File: src/rtl/pong_pkg.sv
// Shared Pong encodings: game-state codes, ball FSM states, winner codes and
// default screen geometry used by the VGA timing, paddle and ball blocks.
package pong_pkg;

  localparam int H_ACTIVE_DEF = 640;
  localparam int V_ACTIVE_DEF = 480;
  localparam int COORD_W      = 10;
  localparam int SPEED_W      = 4;

  localparam logic [1:0] GS_PLAY = 2'b01;

  typedef enum logic [1:0] {
    SERVE = 2'd0,
    PLAY  = 2'd1,
    OVER  = 2'd2
  } state_t;

  localparam logic [1:0] WIN_NONE = 2'b00;
  localparam logic [1:0] WIN_P1   = 2'b01;
  localparam logic [1:0] WIN_P2   = 2'b10;

endpackage

File: src/rtl/ball_engine_if.sv
// Ball engine signal bundle: motion enable, pixel and paddle coordinates in,
// ball position, scores and event pulses out.
interface ball_engine_if;
  import pong_pkg::*;

  logic               tick;
  logic [COORD_W-1:0] x;
  logic [COORD_W-1:0] y;
  logic [COORD_W-1:0] x_paddle1;
  logic [COORD_W-1:0] y_paddle1;
  logic [COORD_W-1:0] x_paddle2;
  logic [COORD_W-1:0] y_paddle2;
  logic [1:0]         game_state;
  logic               ball_on;
  logic [COORD_W-1:0] x_ball;
  logic [COORD_W-1:0] y_ball;
  logic [3:0]         p1_score;
  logic [3:0]         p2_score;
  logic [1:0]         winner;
  logic               hit;
  logic               point;

  modport master (
    output tick, x, y, x_paddle1, y_paddle1, x_paddle2, y_paddle2, game_state,
    input  ball_on, x_ball, y_ball, p1_score, p2_score, winner, hit, point
  );

  modport slave (
    input  tick, x, y, x_paddle1, y_paddle1, x_paddle2, y_paddle2, game_state,
    output ball_on, x_ball, y_ball, p1_score, p2_score, winner, hit, point
  );

endinterface

File: src/rtl/ball_collide.sv
// Combinational single-step ball motion: wall clamping, paddle reflection and
// miss detection, all in 12-bit signed arithmetic so off-screen values never wrap.
module ball_collide
  import pong_pkg::*;
#(
  parameter int H_ACTIVE    = H_ACTIVE_DEF,
  parameter int V_ACTIVE    = V_ACTIVE_DEF,
  parameter int BALL_SIZE   = 16,
  parameter int PADDLE_W    = 16,
  parameter int PADDLE_H    = 80,
  parameter int SPEED_INIT  = 1,
  parameter int SPEED_MAX   = 4,
  parameter int HITS_PER_UP = 4,
  parameter int WIN_SCORE   = 11,
  parameter int SERVE_TICKS = 500
) (
  input  logic [COORD_W-1:0] x_ball,
  input  logic [COORD_W-1:0] y_ball,
  input  logic               dx_pos,
  input  logic               dy_pos,
  input  logic [SPEED_W-1:0] speed,
  input  logic [COORD_W-1:0] x_paddle1,
  input  logic [COORD_W-1:0] y_paddle1,
  input  logic [COORD_W-1:0] x_paddle2,
  input  logic [COORD_W-1:0] y_paddle2,
  output logic [COORD_W-1:0] x_next,
  output logic [COORD_W-1:0] y_next,
  output logic               dx_pos_next,
  output logic               dy_pos_next,
  output logic               hit,
  output logic               miss_left,
  output logic               miss_right
);

  if ((BALL_SIZE % 2) != 0 || (PADDLE_W % 2) != 0 || (PADDLE_H % 2) != 0 ||
      WIN_SCORE > 15 || SPEED_INIT < 1 || SPEED_MAX < SPEED_INIT || SPEED_MAX > 15 ||
      HITS_PER_UP < 1 || SERVE_TICKS < 1 || H_ACTIVE > 1023 || V_ACTIVE > 1023) begin : g_param_check
    $error("ball_collide: illegal parameter set");
  end

  localparam logic signed [11:0] HB    = 12'(BALL_SIZE / 2);
  localparam logic signed [11:0] HPW   = 12'(PADDLE_W / 2);
  localparam logic signed [11:0] Y_HI  = 12'(V_ACTIVE - 1 - BALL_SIZE / 2);
  localparam logic signed [11:0] X_HI  = 12'(H_ACTIVE - BALL_SIZE / 2);
  localparam logic signed [11:0] REACH = 12'((PADDLE_H + BALL_SIZE) / 2);

  logic signed [11:0] xb, yb, sp, nx, ny;
  logic signed [11:0] xp1, yp1, xp2, yp2, ofs1, ofs2;
  logic               near1, near2, hit_r, hit_l;

  assign xb   = $signed({2'b00, x_ball});
  assign yb   = $signed({2'b00, y_ball});
  assign sp   = $signed({{(12 - SPEED_W){1'b0}}, speed});
  assign xp1  = $signed({2'b00, x_paddle1});
  assign yp1  = $signed({2'b00, y_paddle1});
  assign xp2  = $signed({2'b00, x_paddle2});
  assign yp2  = $signed({2'b00, y_paddle2});
  assign nx   = dx_pos ? (xb + sp) : (xb - sp);
  assign ny   = dy_pos ? (yb + sp) : (yb - sp);

  // Vertical overlap uses the current ball row, not the candidate one
  assign ofs1  = yb - yp1;
  assign ofs2  = yb - yp2;
  assign near1 = (ofs1 < REACH) && (ofs1 > -REACH);
  assign near2 = (ofs2 < REACH) && (ofs2 > -REACH);
  assign hit_r = dx_pos  && (nx + HB >= xp2 - HPW) && (nx <= xp2) && near2;
  assign hit_l = !dx_pos && (nx - HB <= xp1 + HPW) && (nx >= xp1) && near1;

  always_comb begin
    y_next      = 10'(ny);
    dy_pos_next = dy_pos;
    if (ny <= HB) begin
      y_next      = 10'(HB);
      dy_pos_next = 1'b1;
    end else if (ny >= Y_HI) begin
      y_next      = 10'(Y_HI);
      dy_pos_next = 1'b0;
    end

    x_next      = 10'(nx);
    dx_pos_next = dx_pos;
    if (hit_r) begin
      x_next      = 10'(xp2 - HPW - HB);
      dx_pos_next = 1'b0;
    end else if (hit_l) begin
      x_next      = 10'(xp1 + HPW + HB);
      dx_pos_next = 1'b1;
    end

    hit        = hit_r || hit_l;
    miss_right = !hit && (nx >= X_HI);
    miss_left  = !hit && (nx <= HB);
  end

endmodule

File: src/rtl/ball_engine.sv
// Pong ball engine: serve/play/over FSM, scoring, speed ramp and winner latch
// around the combinational ball_collide step; ball_on paints the ball square.
module ball_engine
  import pong_pkg::*;
#(
  parameter int H_ACTIVE    = H_ACTIVE_DEF,
  parameter int V_ACTIVE    = V_ACTIVE_DEF,
  parameter int BALL_SIZE   = 16,
  parameter int PADDLE_W    = 16,
  parameter int PADDLE_H    = 80,
  parameter int SPEED_INIT  = 1,
  parameter int SPEED_MAX   = 4,
  parameter int HITS_PER_UP = 4,
  parameter int WIN_SCORE   = 11,
  parameter int SERVE_TICKS = 500
) (
  input logic          clk,
  input logic          reset,
  ball_engine_if.slave bus
);

  localparam int                 CNT_W = $clog2(SERVE_TICKS + 1);
  localparam int                 HC_W  = $clog2(HITS_PER_UP + 1);
  localparam logic [9:0]         X_MID = 10'(H_ACTIVE / 2);
  localparam logic [9:0]         Y_MID = 10'(V_ACTIVE / 2);
  localparam logic signed [11:0] HB    = 12'(BALL_SIZE / 2);

  state_t             state_q, state_d;
  logic [9:0]         x_q, x_d, y_q, y_d;
  logic               dx_pos_q, dx_pos_d, dy_pos_q, dy_pos_d;
  logic [SPEED_W-1:0] speed_q, speed_d;
  logic [HC_W-1:0]    hc_q, hc_d;
  logic [CNT_W-1:0]   cnt_q, cnt_d;
  logic [3:0]         p1_q, p1_d, p2_q, p2_d;
  logic [1:0]         win_q, win_d;
  logic               hit_q, hit_d, point_q, point_d;

  logic [9:0] x_col, y_col;
  logic       dx_col, dy_col, hit_col, miss_l, miss_r, adv;

  assign adv = bus.tick && (bus.game_state == GS_PLAY);

  ball_collide #(
    .H_ACTIVE(H_ACTIVE), .V_ACTIVE(V_ACTIVE), .BALL_SIZE(BALL_SIZE),
    .PADDLE_W(PADDLE_W), .PADDLE_H(PADDLE_H), .SPEED_INIT(SPEED_INIT),
    .SPEED_MAX(SPEED_MAX), .HITS_PER_UP(HITS_PER_UP), .WIN_SCORE(WIN_SCORE),
    .SERVE_TICKS(SERVE_TICKS)
  ) u_collide (
    .x_ball(x_q), .y_ball(y_q), .dx_pos(dx_pos_q), .dy_pos(dy_pos_q), .speed(speed_q),
    .x_paddle1(bus.x_paddle1), .y_paddle1(bus.y_paddle1),
    .x_paddle2(bus.x_paddle2), .y_paddle2(bus.y_paddle2),
    .x_next(x_col), .y_next(y_col), .dx_pos_next(dx_col), .dy_pos_next(dy_col),
    .hit(hit_col), .miss_left(miss_l), .miss_right(miss_r)
  );

  always_comb begin
    state_d  = state_q;
    x_d      = x_q;
    y_d      = y_q;
    dx_pos_d = dx_pos_q;
    dy_pos_d = dy_pos_q;
    speed_d  = speed_q;
    hc_d     = hc_q;
    cnt_d    = cnt_q;
    p1_d     = p1_q;
    p2_d     = p2_q;
    win_d    = win_q;
    hit_d    = 1'b0;
    point_d  = 1'b0;
    if (adv) begin
      unique case (state_q)
        SERVE: begin
          if (cnt_q == CNT_W'(SERVE_TICKS - 1)) begin
            cnt_d   = '0;
            state_d = PLAY;
          end else begin
            cnt_d = cnt_q + CNT_W'(1);
          end
        end
        PLAY: begin
          if (miss_l || miss_r) begin
            // Ball restarts from centre heading at whoever conceded
            point_d  = 1'b1;
            speed_d  = SPEED_W'(SPEED_INIT);
            hc_d     = '0;
            x_d      = X_MID;
            y_d      = Y_MID;
            dy_pos_d = ~dy_pos_q;
            state_d  = SERVE;
            if (miss_r) begin
              p1_d     = p1_q + 4'd1;
              dx_pos_d = 1'b1;
              if (p1_d == 4'(WIN_SCORE)) begin
                win_d   = WIN_P1;
                state_d = OVER;
              end
            end else begin
              p2_d     = p2_q + 4'd1;
              dx_pos_d = 1'b0;
              if (p2_d == 4'(WIN_SCORE)) begin
                win_d   = WIN_P2;
                state_d = OVER;
              end
            end
          end else begin
            x_d      = x_col;
            y_d      = y_col;
            dx_pos_d = dx_col;
            dy_pos_d = dy_col;
            if (hit_col) begin
              hit_d = 1'b1;
              if (hc_q + HC_W'(1) == HC_W'(HITS_PER_UP)) begin
                hc_d = '0;
                if (speed_q < SPEED_W'(SPEED_MAX)) speed_d = speed_q + SPEED_W'(1);
              end else begin
                hc_d = hc_q + HC_W'(1);
              end
            end
          end
        end
        default: ;
      endcase
    end
  end

  always_ff @(posedge clk) begin
    if (reset) begin
      state_q  <= SERVE;
      x_q      <= X_MID;
      y_q      <= Y_MID;
      dx_pos_q <= 1'b1;
      dy_pos_q <= 1'b0;
      speed_q  <= SPEED_W'(SPEED_INIT);
      hc_q     <= '0;
      cnt_q    <= '0;
      p1_q     <= '0;
      p2_q     <= '0;
      win_q    <= WIN_NONE;
      hit_q    <= 1'b0;
      point_q  <= 1'b0;
    end else begin
      state_q  <= state_d;
      x_q      <= x_d;
      y_q      <= y_d;
      dx_pos_q <= dx_pos_d;
      dy_pos_q <= dy_pos_d;
      speed_q  <= speed_d;
      hc_q     <= hc_d;
      cnt_q    <= cnt_d;
      p1_q     <= p1_d;
      p2_q     <= p2_d;
      win_q    <= win_d;
      hit_q    <= hit_d;
      point_q  <= point_d;
    end
  end

  // Signed pixel offsets so a ball hugging the screen edge does not wrap
  logic signed [11:0] bx_diff, by_diff;
  assign bx_diff = $signed({2'b00, bus.x}) - $signed({2'b00, x_q});
  assign by_diff = $signed({2'b00, bus.y}) - $signed({2'b00, y_q});

  assign bus.ball_on  = (bx_diff >= -HB) && (bx_diff <= HB) &&
                        (by_diff >= -HB) && (by_diff <= HB);
  assign bus.x_ball   = x_q;
  assign bus.y_ball   = y_q;
  assign bus.p1_score = p1_q;
  assign bus.p2_score = p2_q;
  assign bus.winner   = win_q;
  assign bus.hit      = hit_q;
  assign bus.point    = point_q;

endmodule

File: src/flat_wrapper.sv
// flat-port wrapper written by rule: the top's interface ports become plain ports
module ball_engine_flat import pong_pkg::*;
#(
  parameter int H_ACTIVE    = H_ACTIVE_DEF,
  parameter int V_ACTIVE    = V_ACTIVE_DEF,
  parameter int BALL_SIZE   = 16,
  parameter int PADDLE_W    = 16,
  parameter int PADDLE_H    = 80,
  parameter int SPEED_INIT  = 1,
  parameter int SPEED_MAX   = 4,
  parameter int HITS_PER_UP = 4,
  parameter int WIN_SCORE   = 11,
  parameter int SERVE_TICKS = 500
)
  (clk, reset, bus_tick, bus_x, bus_y, bus_x_paddle1, bus_y_paddle1, bus_x_paddle2, bus_y_paddle2, bus_game_state, bus_ball_on, bus_x_ball, bus_y_ball, bus_p1_score, bus_p2_score, bus_winner, bus_hit, bus_point);
  ball_engine_if bus_i ();
  input logic clk;
  input logic reset;
  input wire logic [$bits(bus_i.tick)-1:0] bus_tick;
  input wire logic [$bits(bus_i.x)-1:0] bus_x;
  input wire logic [$bits(bus_i.y)-1:0] bus_y;
  input wire logic [$bits(bus_i.x_paddle1)-1:0] bus_x_paddle1;
  input wire logic [$bits(bus_i.y_paddle1)-1:0] bus_y_paddle1;
  input wire logic [$bits(bus_i.x_paddle2)-1:0] bus_x_paddle2;
  input wire logic [$bits(bus_i.y_paddle2)-1:0] bus_y_paddle2;
  input wire logic [$bits(bus_i.game_state)-1:0] bus_game_state;
  output wire logic [$bits(bus_i.ball_on)-1:0] bus_ball_on;
  output wire logic [$bits(bus_i.x_ball)-1:0] bus_x_ball;
  output wire logic [$bits(bus_i.y_ball)-1:0] bus_y_ball;
  output wire logic [$bits(bus_i.p1_score)-1:0] bus_p1_score;
  output wire logic [$bits(bus_i.p2_score)-1:0] bus_p2_score;
  output wire logic [$bits(bus_i.winner)-1:0] bus_winner;
  output wire logic [$bits(bus_i.hit)-1:0] bus_hit;
  output wire logic [$bits(bus_i.point)-1:0] bus_point;
  assign bus_i.tick = bus_tick;
  assign bus_i.x = bus_x;
  assign bus_i.y = bus_y;
  assign bus_i.x_paddle1 = bus_x_paddle1;
  assign bus_i.y_paddle1 = bus_y_paddle1;
  assign bus_i.x_paddle2 = bus_x_paddle2;
  assign bus_i.y_paddle2 = bus_y_paddle2;
  assign bus_i.game_state = bus_game_state;
  assign bus_ball_on = bus_i.ball_on;
  assign bus_x_ball = bus_i.x_ball;
  assign bus_y_ball = bus_i.y_ball;
  assign bus_p1_score = bus_i.p1_score;
  assign bus_p2_score = bus_i.p2_score;
  assign bus_winner = bus_i.winner;
  assign bus_hit = bus_i.hit;
  assign bus_point = bus_i.point;
  ball_engine #(.H_ACTIVE(H_ACTIVE), .V_ACTIVE(V_ACTIVE), .BALL_SIZE(BALL_SIZE), .PADDLE_W(PADDLE_W), .PADDLE_H(PADDLE_H), .SPEED_INIT(SPEED_INIT), .SPEED_MAX(SPEED_MAX), .HITS_PER_UP(HITS_PER_UP), .WIN_SCORE(WIN_SCORE), .SERVE_TICKS(SERVE_TICKS)) u_core (.clk(clk), .reset(reset), .bus(bus_i));
endmodule
File: config.mk
export PLATFORM = sky130hd
export DESIGN_NAME = ball_engine_flat
export DESIGN_NICKNAME = d
export VERILOG_FILES = /design/src/rtl/pong_pkg.sv /design/src/rtl/ball_engine_if.sv /design/src/rtl/ball_collide.sv /design/src/rtl/ball_engine.sv /design/src/flat_wrapper.sv
export SDC_FILE = /design/constraint.sdc
export NUM_CORES = 1
export LEC_CHECK = 0
export ABC_AREA = 1
export BUFFER_PORTS_ARGS = -buffer_cell sky130_fd_sc_hd__buf_2
export CORE_ASPECT_RATIO = 0.5
export CORE_MARGIN = 8
export CORE_UTILIZATION = 40
export CTS_CLUSTER_SIZE = 40
export DETAILED_ROUTE_END_ITERATION = 12
export MAX_ROUTING_LAYER = met4
export PLACE_DENSITY_LB_ADDON = 0.08
export SYNTH_ARGS = -nofsm -noshare
export SYNTH_HDL_FRONTEND = slang
export SYNTH_SLANG_ARGS = --single-unit
File: constraint.sdc
create_clock -name clk -period 5.2 [get_ports clk]
set_input_delay 0.26 -clock clk [delete_from_list [all_inputs] [get_ports clk]]
set_output_delay 0.26 -clock clk [all_outputs]
set_load 0.02 [all_outputs]
### After elaboration in Yosys (flattened, before gate mapping)

Cells that the tools add are included.

* register bits: 52
* latch bits: 0
* bits in writable memories: 0
* memory bits (read-only): 0
* bits of input ports: 65
* output and inout bits: 33
* logic and storage cells: 134
* memories kept: 0

* $add $sub $neg: 19
* $mul: 0
* divide/modulo/power cells: 0
* order comparisons: 17
* equal/unequal tests: 9
* shift-type cells: 0
* muxes and demuxes: 34
* bitwise operators: 4
* reduce and logical (&&, ||, !) cells: 38

Operator list (number)
* $mux 10: 6
* $le 12x5->1 const B: 4
* $sub 10x10->11: 4
* $ge 12x11->1: 2
* $ge 12x4->1 const B: 2
* $mux 12: 2
* $add 10x4->11: 2
* $gt 11x7->1 const B: 2
* $lt 11x7->1 const B: 2
* $sub 10x4->11: 2
* $mux 2: 8
* $mux 4: 4
* $logic_and 1x1->1: 14
* $add 12x5->12 const B: 1
* $add 4x1->4 const B: 3
* $ge 12x10->1 const B: 1
* $ge 12x11->1 const B: 1
* $le 12x11->1: 1
* $le 12x12->1: 1
* $reduce_and 4->1: 3
* $sub 12x5->12 const B: 1
* $add 10x4->11 const B: 1
* $sub 10x4->11 const B: 1
* $add 10x4->10 const B: 1
* other kinds (25): 52

### Longest topological paths before layout

Gate-level depths: netlist of run 1.

* depth in word-level cells: 13
* depth in mapped cells: 38
* mapped depth without buffers: 37

### Modules after synthesis

A second synthesis of run 1 with hierarchy kept.

* cells, all modules: 1341
* area, all modules: 8011.4 sq um

By module, submodules not included
* ball_collide: times used 1, cells an instance 831, area each 4601.9 sq um
* ball_engine: times used 1, cells an instance 510, area each 3409.5 sq um

### Worst setup path after synthesis of run 1

No wires, ideal clock.

* path kind: flip-flop to flip-flop
* from: register u_core.x_q[0] (netlist: u_core.bus.x_ball[0])
* to: register u_core.x_q[0] (netlist: u_core.bus.x_ball[0])
* setup time: 0.132 ns
* arrival time: 4.146 ns
* setup slack: 0.921 ns
* cell stages (with the launch flop): 34
* period minus slack after synthesis: 4.279 ns
* cell sequence: dfxtp_1 -> inv_1 -> ha_1 -> inv_1 -> fa_1 -> nand2_1 -> nor2_2 -> o21ai_1 -> nand2_1 -> nand2_1 -> nand2_2 -> inv_1 -> ha_1 -> inv_1 -> nor3_1 -> nand2_1 -> nor3_1 -> nor2_1 -> o21ai_0 -> inv_1 -> ha_1 -> nand2_1 -> nor2_1 -> nand3_1 -> nand3_1 -> nand2_1 -> nand3_1 -> nand2_1 -> nor2_2 -> nand3_4 -> clkbuf_1 -> or2_2 -> nand3_1 -> a21oi_1

* cells in the longest elaborated chain, start to end: 12
* elaborated cells between the ends (all ways): 25

Ends and longest elaborated chain
* start: declaration: line ball_engine.sv:29 `logic [9:0] x_q, x_d, y_q, y_d;`
* start signal: assignment: line ball_engine.sv:129 `x_q <= X_MID;`
* start signal: assignment: line ball_engine.sv:143 `x_q <= x_d;`
* $sub 10x4->11 / $add 10x4->11 (equally long branches): line ball_collide.sv:58 `assign nx = dx_pos ? (xb + sp) : (xb - sp);`
* $mux 12 *: line ball_collide.sv:58
* $add 12x5->12 / $sub 12x5->12 (equally long branches): line ball_collide.sv:66, ball_collide.sv:67
* $ge 12x11->1 / $le 12x12->1 (equally long branches): line ball_collide.sv:66, ball_collide.sv:67
* $logic_and 1x1->1 (on tied branches) (3 in series): line ball_collide.sv:66, ball_collide.sv:67
* $logic_or 1x1->1: line ball_collide.sv:90 `hit = hit_r || hit_l;`
* $logic_not 1->1: line ball_collide.sv:91, ball_collide.sv:92
* $logic_and 1x1->1 (on tied branches): line ball_collide.sv:92, ball_collide.sv:91
* $logic_or 1x1->1: line ball_engine.sv:81 `if (miss_l || miss_r) begin`
* $mux 10 *: line ball_engine.sv:81

Mark *: on every way between the ends. The rest lies on a longest branch, timed or not.
A chain may end at the register's enable or synchronous reset.

### Worst setup path in the final report of run 1

* from: register u_core.speed_q[2]
* to: register u_core.p2_q[1] (netlist: u_core.bus.p2_score[1])

* cells in the longest elaborated chain, start to end: 12
* elaborated cells between the ends (all ways): 24

Ends and longest elaborated chain
* start: declaration: line ball_engine.sv:31 `logic [SPEED_W-1:0] speed_q, speed_d;`
* start signal: assignment: line ball_engine.sv:133 `speed_q <= SPEED_W'(SPEED_INIT);`
* start signal: assignment: line ball_engine.sv:147 `speed_q <= speed_d;`
* $sub 10x4->11 / $add 10x4->11 (equally long branches): line ball_collide.sv:58
* $mux 12 *: line ball_collide.sv:58
* $add 12x5->12 / $sub 12x5->12 (equally long branches): line ball_collide.sv:66, ball_collide.sv:67
* $ge 12x11->1 / $le 12x12->1 (equally long branches): line ball_collide.sv:66, ball_collide.sv:67
* $logic_and 1x1->1 (on tied branches) (3 in series): line ball_collide.sv:66, ball_collide.sv:67
* $logic_or 1x1->1: line ball_collide.sv:90
* $logic_not 1->1: line ball_collide.sv:91, ball_collide.sv:92
* $logic_and 1x1->1 (on tied branches): line ball_collide.sv:92, ball_collide.sv:91
* $logic_or 1x1->1 / $not 1->1 (equally long branches)
* $reduce_and 4->1 (no source line) *
* end signal: assignment: line ball_engine.sv:151 `p2_q <= p2_d;`
* end: declaration: line ball_engine.sv:34 `logic [3:0] p1_q, p1_d, p2_q, p2_d;`

Marks and branches as above.

==> summary.txt, run 1 <==
Yosys
  – Post-synth cell types: 50
  – Avg Synthesized Cell Area: 6.30 µm²
  – Flops & latches, synth: 52
  – Post-synthesis sequential area ratio: 13.2%
  – Fraction of registers with async set/reset: 0%
  – Post-synthesis net count: 1439
  – Synth top cells by count: nand2_1 (279), inv_1 (194), ha_1 (110), nor2_1 (108), nand3_1 (107)
  – Mapped Area: 0.00792 mm²
  – Yosys top cell area share: 17.4%
  – Top-count cell post-synth: nand2_1
  – Yosys top cell by area: ha_1
  – Post-synth top flop: dfxtp_1
  – Synth Instances: 1256
  – Post-synth EDFFs: 0
  – Synth area leaders: ha_1 (17%), nand2_1 (13%), dfxtp_1 (13%)
  – Yosys warnings: 0

Floorplan
  – Site Rows: 36
  – Die X: 215 µm
  – I/O pin cnt: 98
  – Die area: 0.0248 mm²
  – Core area: 0.0194 mm²
  – Initial Utilization: 40.8%
  – Die Y: 115 µm

Setup path
  – Crit path required time: 5430 ps
  – Crit path DAT: 4980 ps
  – Largest stage delay, worst path: 460 ps
  – Crit path max fanout: 18
  – Critical-path top delay cell: ha_1
  – Critical path launch point type: register
  – CP most frequent cell: nand2_1
  – Crit. End Element: register
  – CP Class: reg -> reg
  – R2R Setup Slk: 450 ps
  – Reg2Reg Depth: 30

Global route
  – Largest net degree at the start of global routing: 31
  – Antenna violations before repair: 0
  – Number of global-route vias before repair: 7863
  – Overall Global Routing Usage: 19.9%
  – GRT overflow: 0
  – First-pass GRT wire length: 39800 µm

Route
  – Antenna viol nets, final: 0
  – Routed vias/inst: 5.05
  – Via count: 8259
  – Number of DRC markers in iteration 0: 556
  – DRC errors left: 0
  – WL final: 24500 µm
  – Average wire per standard cell: 15.0 µm
  – Initial DRT Pass Iterations: 5

Layout
  – P&R area growth vs syn: 14.1%
  – Diode count: 0
  – Final Util: 46.5%
  – Fillers: 2094
  – Final Cell Area: 0.00903 mm²
  – NumNets Final: 1553
  – Layout cell share with drive strength beyond 1: 15.3%

STA
  – Slew of the pin with the lowest slew margin: 873 ps
  – Crit path time final: 4750 ps
  – Clk_skew: 7.01 ps
  – Relative slew slack: 41.2%
  – Final WS setup: 447 ps
  – Max-slew violation count: 0
  – F_max: 210 MHz
  – Setup violators final: 0
  – Final Hold Fails: 0
  – Unrepaired setup endpoints after global routing: true
  – Tcrit/Tclk final: 91.4%
  – Hold WS: 336 ps

Placed design
  – Pre-CTS setup slack: 285 ps
  – Placer Congestion: 0.920
  – IO buf count: 97
  – Placed cell areas: 0.00875 mm²
  – DPL Wire Length: 20400 µm

Clocking
  – # clock sinks: 52
  – CTS tree: done
  – # H-tree levels: 2
  – Clock buffer depth: 2
  – Number of buffers created by CTS: 5
  – Clock root buffer: clkbuf_16
  – CTS clk-pin slew, worst paths: 70 ps
  – Clk_lat worst skew: 290 ps

Hold path
  – Worst hold stages: 4
  – Worst min path class: in -> reg

Power
  – Comb power frac: 24.7%
  – Reg power frac: 37.5%
  – Total power: 1060 µW
  – VDD IR max: 0.178 mV
  – Lkg Pwr: 0.00481 µW
  – Clock power frac: 37.8%
  – Internal power: 754 µW
  – Switching Fraction: 29.2%
  – Cell Pwr Density: 118 mW/mm²
  – Switching pwr: 311 µW

Run status
  – Status: completed

Flow run
  – Max Cap Violations: 0
final cells by class:
class / instances / area [µm²] / area share (%)
multi-input cells: 977 / 5990 / 66.4
flip-flops and latches: 52 / 1040 / 11.5
inverters: 212 / 807 / 8.94
repair buffers: 122 / 673 / 7.45
well taps: 266 / 333 / 3.69
clock buffers: 7 / 153 / 1.69
clock inverters: 1 / 30.0 / 0.333
cell families (layout without fill, tap and decap cells):
| group | count (synthesis) | after routing | synth area share [%] |
|---|---|---|---|
| compound gates | 177 | 177 | 12.4 |
| xor+xnor | 63 | 63 | 6.97 |
| fa+ha+maj | 118 | 118 | 19.4 |
| buf+inv | 228 | 342 | 11.4 |
| flops | 52 | 52 | 13.2 |
| simple gates | 618 | 619 | 36.7 |
metrics by stage:
stage                     setup TNS, ps  std cells
final                                 0       1637
after global routing               -150       1637
after CTS                             0       1626
after detailed placement              0       1618
after global placement                0       1618
after floorplan                       0       1256
worst max-delay path, delay by kind of cell (launching register included):
| kind | cells | cell delay [ps] |
|---|---|---|
| and+or+nand+nor | 17 | 2170 |
| adders and majority gates | 3 | 960 |
| buffers and inverters | 5 | 580 |
| AOI/OAI and AO/OA | 4 | 460 |
| DFF | 1 | 350 |
| xor gates and xnor gates | 1 | 150 |
power groups by stage:
| stage | sequential, µW | clock (µW) | combinational [µW] |
|---|---|---|---|
| 3_3_place_gp | 409 | 0 | 254 |
| 4_1_cts | 399 | 408 | 259 |
| 6_report | 399 | 402 | 263 |
| 3_5_place_dp | 409 | 0 | 257 |
| 2_1_floorplan | 408 | 0 | 178 |
| 5_1_grt | 399 | 426 | 299 |
layout by cell type (no fill, tap or decap), types with 6 or more instances in the layout:
master and n:
nand2_4 7, nand4_1 19, fa_1 8, buf_2 97
nor2_2 9, nand3b_1 11, xnor2_1 11, dfxtp_1 52
inv_2 10, xor2_1 52, nand3_2 7, ha_1 110
o21ai_0 50, a21oi_1 85, nor3_1 26, nor2_1 107
nand2_1 279, o211ai_1 15, nand3_1 107, nand2_2 19
buf_4 25, inv_1 193, o21ai_1 6
state kept, by name, summed over array words and instances (netlist names):
name / cells
u_core.bus.y_ball: 10
u_core.hc_q: 3
u_core.state_q: 2
u_core.bus.x_ball: 10
u_core.bus.winner: 2
u_core.dy_pos_q: 1
u_core.speed_q: 4
u_core.bus.hit: 1
u_core.bus.p1_score: 4
u_core.bus.p2_score: 4
u_core.cnt_q: 9
u_core.bus.point: 1
u_core.dx_pos_q: 1
per-layer routing:
metal | GRT usage, % | wire [µm] | vias up
li1 | - | - | 4323
met1 | 27.1 | 12600 | 3756
met2 | 32.7 | 10800 | 160
met3 | 1.82 | 872 | 20
met4 | 2.45 | 214 | 0
met5 | - | 0 | -
timing repair:
action / 4_1_cts / 5_1_grt
gates resized for setup: 0 / 4
hold buffers: 0 / 0
setup endpoints to repair: 0 / 40
setup buffers: 0 / 10
path summary, 6_finish.rpt:
path	from	end
setup / recovery	u_core.speed_q[2]	u_core.bus.p2_score[1]
hold / removal	bus_game_state[1]	u_core.bus.winner[1]
setup reg to reg	u_core.speed_q[2]	u_core.bus.p2_score[1]
hold reg to reg	u_core.bus.winner[1]	u_core.bus.winner[1]
No activity file was read; power rests on OpenSTA's default activity.
==> run 2: changes to the inputs <==
- CORE_MARGIN: 8 -> 1
- RECOVER_POWER: not set -> 100
- clock period: 5.2 -> 4.6 ns (I/O delays scaled with it)
==> run 2 against run 1 <==
Against the previous run: final area is 5.5% higher; critical path depth is 5 higher; combinational power is 21% higher; global-route usage is 4.1 points higher; critical endpoint is now u_core.bus.x_ball[5]; power is 15% higher; largest cell class unchanged; maximum frequency is 6.1% higher; via count is 3.4% higher.
==> summary.txt, run 2 (synthesis results as in run 1) <==
Run status
  – Status: completed

Power
  – Comb power frac: 25.9% (+1.2 points)
  – Internal power: 862 µW (+14%)
  – Switching Fraction: 29.4% (+0.22 points)
  – VDD IR max: 0.113 mV (-37%)
  – Reg power frac: 36.9% (-0.6 points)
  – Clock power frac: 37.1% (-0.7 points)
  – Cell Pwr Density: 128 mW/mm² (+8.8%)
  – Lkg Pwr: 0.00494 µW (+2.7%)
  – Switching pwr: 360 µW (+16%)

Route
  – WL final: 24400 µm (-0.36%)
  – Via count: 8539 (+3.4%)
  – Initial DRT Pass Iterations: 7 (+2)
  – Routed vias/inst: 5.14 (+1.9%)
  – Average wire per standard cell: 14.7 µm (-1.8%)
  – Number of DRC markers in iteration 0: 510 (-8.3%)
  – DRC errors left: 0 (unchanged)
  – Antenna viol nets, final: 0 (unchanged)

Layout
  – NumNets Final: 1584 (+2.0%)
  – Layout cell share with drive strength beyond 1: 18.9% (+3.6 points)
  – Diode count: 0 (unchanged)
  – Most frequent cells in the layout: nand2_1 (271), inv_1 (185), ha_1 (105)
  – Final Cell Area: 0.00952 mm² (+5.5%)
  – P&R area growth vs syn: 20.3%
  – Commonest non-fill, non-tap cell in the layout: nand2_1

Clocking
  – # clock sinks: 52 (unchanged)
  – CTS tree: done
  – Clock buffer depth: 2 (unchanged)
  – Clock root buffer: clkbuf_16
  – Clk_lat worst skew: 290 ps (about the same)
  – # H-tree levels: 2 (unchanged)
  – Number of buffers created by CTS: 5 (unchanged)
  – Hold_buf cts: 0 (unchanged)
  – CTS clk-pin slew, worst paths: 70 ps (about the same)

Global route
  – Antenna violations before repair: 0 (unchanged)
  – GRT busiest layer: met2
  – Grt met1 use: 33.8% (+6.7 points)
  – GRT overflow: 0 (unchanged)
  – Number of global-route vias before repair: 7737 (-1.6%)
  – Largest net degree at the start of global routing: 31 (unchanged)
  – GR Util met3: 2.16% (+0.33 points)
  – First-pass GRT wire length: 38500 µm (-3.3%)
  – GR Util met2: 37.5% (+4.8 points)
  – Overall Global Routing Usage: 24.0% (+4.1 points)

Floorplan
  – Die area: 0.0204 mm² (-18%)
  – Die X: 201 µm (-6.5%)
  – Initial Utilization: 41.9% (+1.2 points)
  – Die Y: 101 µm (-12%)
  – I/O pin cnt: 98 (unchanged)
  – Site Rows: 35 (-2.8%)
  – Core area: 0.0189 mm² (-2.8%)

STA
  – F_max: 223 MHz (+6.1%)
  – Relative slew slack: 50.8% (+9.6 points)
  – Unrepaired setup endpoints after global routing: true
  – Crit path time final: 4480 ps (-273 ps)
  – Slew of the pin with the lowest slew margin: 730 ps (-143 ps)
  – Max-slew violation count: 0 (unchanged)
  – Final Hold Fails: 0 (unchanged)
  – Clk_skew: 6.20 ps (-0.815 ps)
  – Tcrit/Tclk final: 97.4% (+6.0 points)
  – Setup violators final: 0 (unchanged)
  – Setup TNS: 0 ps (unchanged)

Placed design
  – Placer Congestion: 0.924 (+0.47%)
  – IO buf count: 97 (unchanged)
  – DPL Wire Length: 19600 µm (-3.9%)
  – Placed cell areas: 0.00879 mm² (+0.50%)

Hold path
  – Worst min path class: in -> reg
  – Worst hold stages: 4 (unchanged)

Setup path
  – Critical-path top delay cell: fa_2
  – Largest stage delay, worst path: 390 ps (-70 ps)
  – Reg2Reg Depth: 35 (+17%)
  – Crit. End Element: register
  – Crit path max fanout: 5 (-13)
  – Critical path launch point type: register
  – Crit path DAT: 4640 ps (-340 ps)
  – CP Class: reg -> reg
  – Crit path required time: 4760 ps (-670 ps)

Flow run
  – Max Cap Violations: 0 (unchanged)
## run 2: cell types whose count changed in the layout (fill, tap and decap cells not counted), moves of 6 or more
| cell | change |
|---|---|
| inv_2 | +7 |
| nor2_4 | +6 |
| buf_2 | -25 |
| o21ai_0 | -7 |
| nand3_1 | -11 |
| buf_6 | +6 |
| clkbuf_1 | +27 |
| nand3_2 | +10 |
| nand2_1 | -8 |
| buf_4 | +21 |
| inv_1 | -8 |
## run 2: path summary, 6_finish.rpt
kind	from	end	slack, ps
min	bus_game_state[1]	u_core.bus.winner[1]	290
max	u_core.bus.x_ball[0]	u_core.bus.x_ball[5]	120
min reg2reg	u_core.bus.winner[1]	u_core.bus.winner[1]	450
max reg2reg	u_core.bus.x_ball[0]	u_core.bus.x_ball[5]	120
## run 2: through the flow
stage	setup WS, ps	power, µW	cells	util, %	hold slack (ps)
floorplan	321	663	1256	-	390
global placement	115	750	1618	46.6	439
detailed placement	-93.8	754	1618	46.6	447
CTS	30.6	1210	1629	47.7	280
global route	-178	1290	1661	50.5	298
finish	119	1220	1661	50.5	292
## run 2: metal layers
| metal | part of all wire (%) | vias to the layer above |
|---|---|---|
| li1 | - | 4382 |
| met1 | 51 | 3910 |
| met2 | 43 | 224 |
| met3 | 5.0 | 23 |
| met4 | 1.3 | 0 |
| met5 | 0 | - |
## run 2: critical path, delay by kind of cell, from the launching register on
family | cells | cell delay (ps)
AND/OR/NAND/NOR | 21 | 2010
flip-flops | 1 | 340
AO/OA/AOI/OAI | 4 | 450
adder cells (fa/ha/maj) | 4 | 1000
buffers and inverters | 6 | 520
## run 2: layout make-up
class                      count  area, µm²
clock buffer                   7        153
tap                          259        324
inverter                     212        817
multi-input combinational    976       6220
fill                        1916       9350
timing repair buffer         154        930
clock inverter                 1       30.0
sequential                    52       1050
## run 2: power by group through the flow
stage | Combinational [µW] | Clock, µW | Sequential, µW
finish | 317 | 454 | 451
global route | 357 | 481 | 451
global placement | 288 | 0 | 462
CTS | 295 | 462 | 451
detailed placement | 292 | 0 | 462
floorplan | 201 | 0 | 462
## run 2: repair_timing
action | in CTS | in global routing
setup buffers | 3 | 31
pin swaps | 1 | 44
cloned | 0 | 1
setup endpoints to repair | 21 | 40
gates resized for setup | 2 | 89
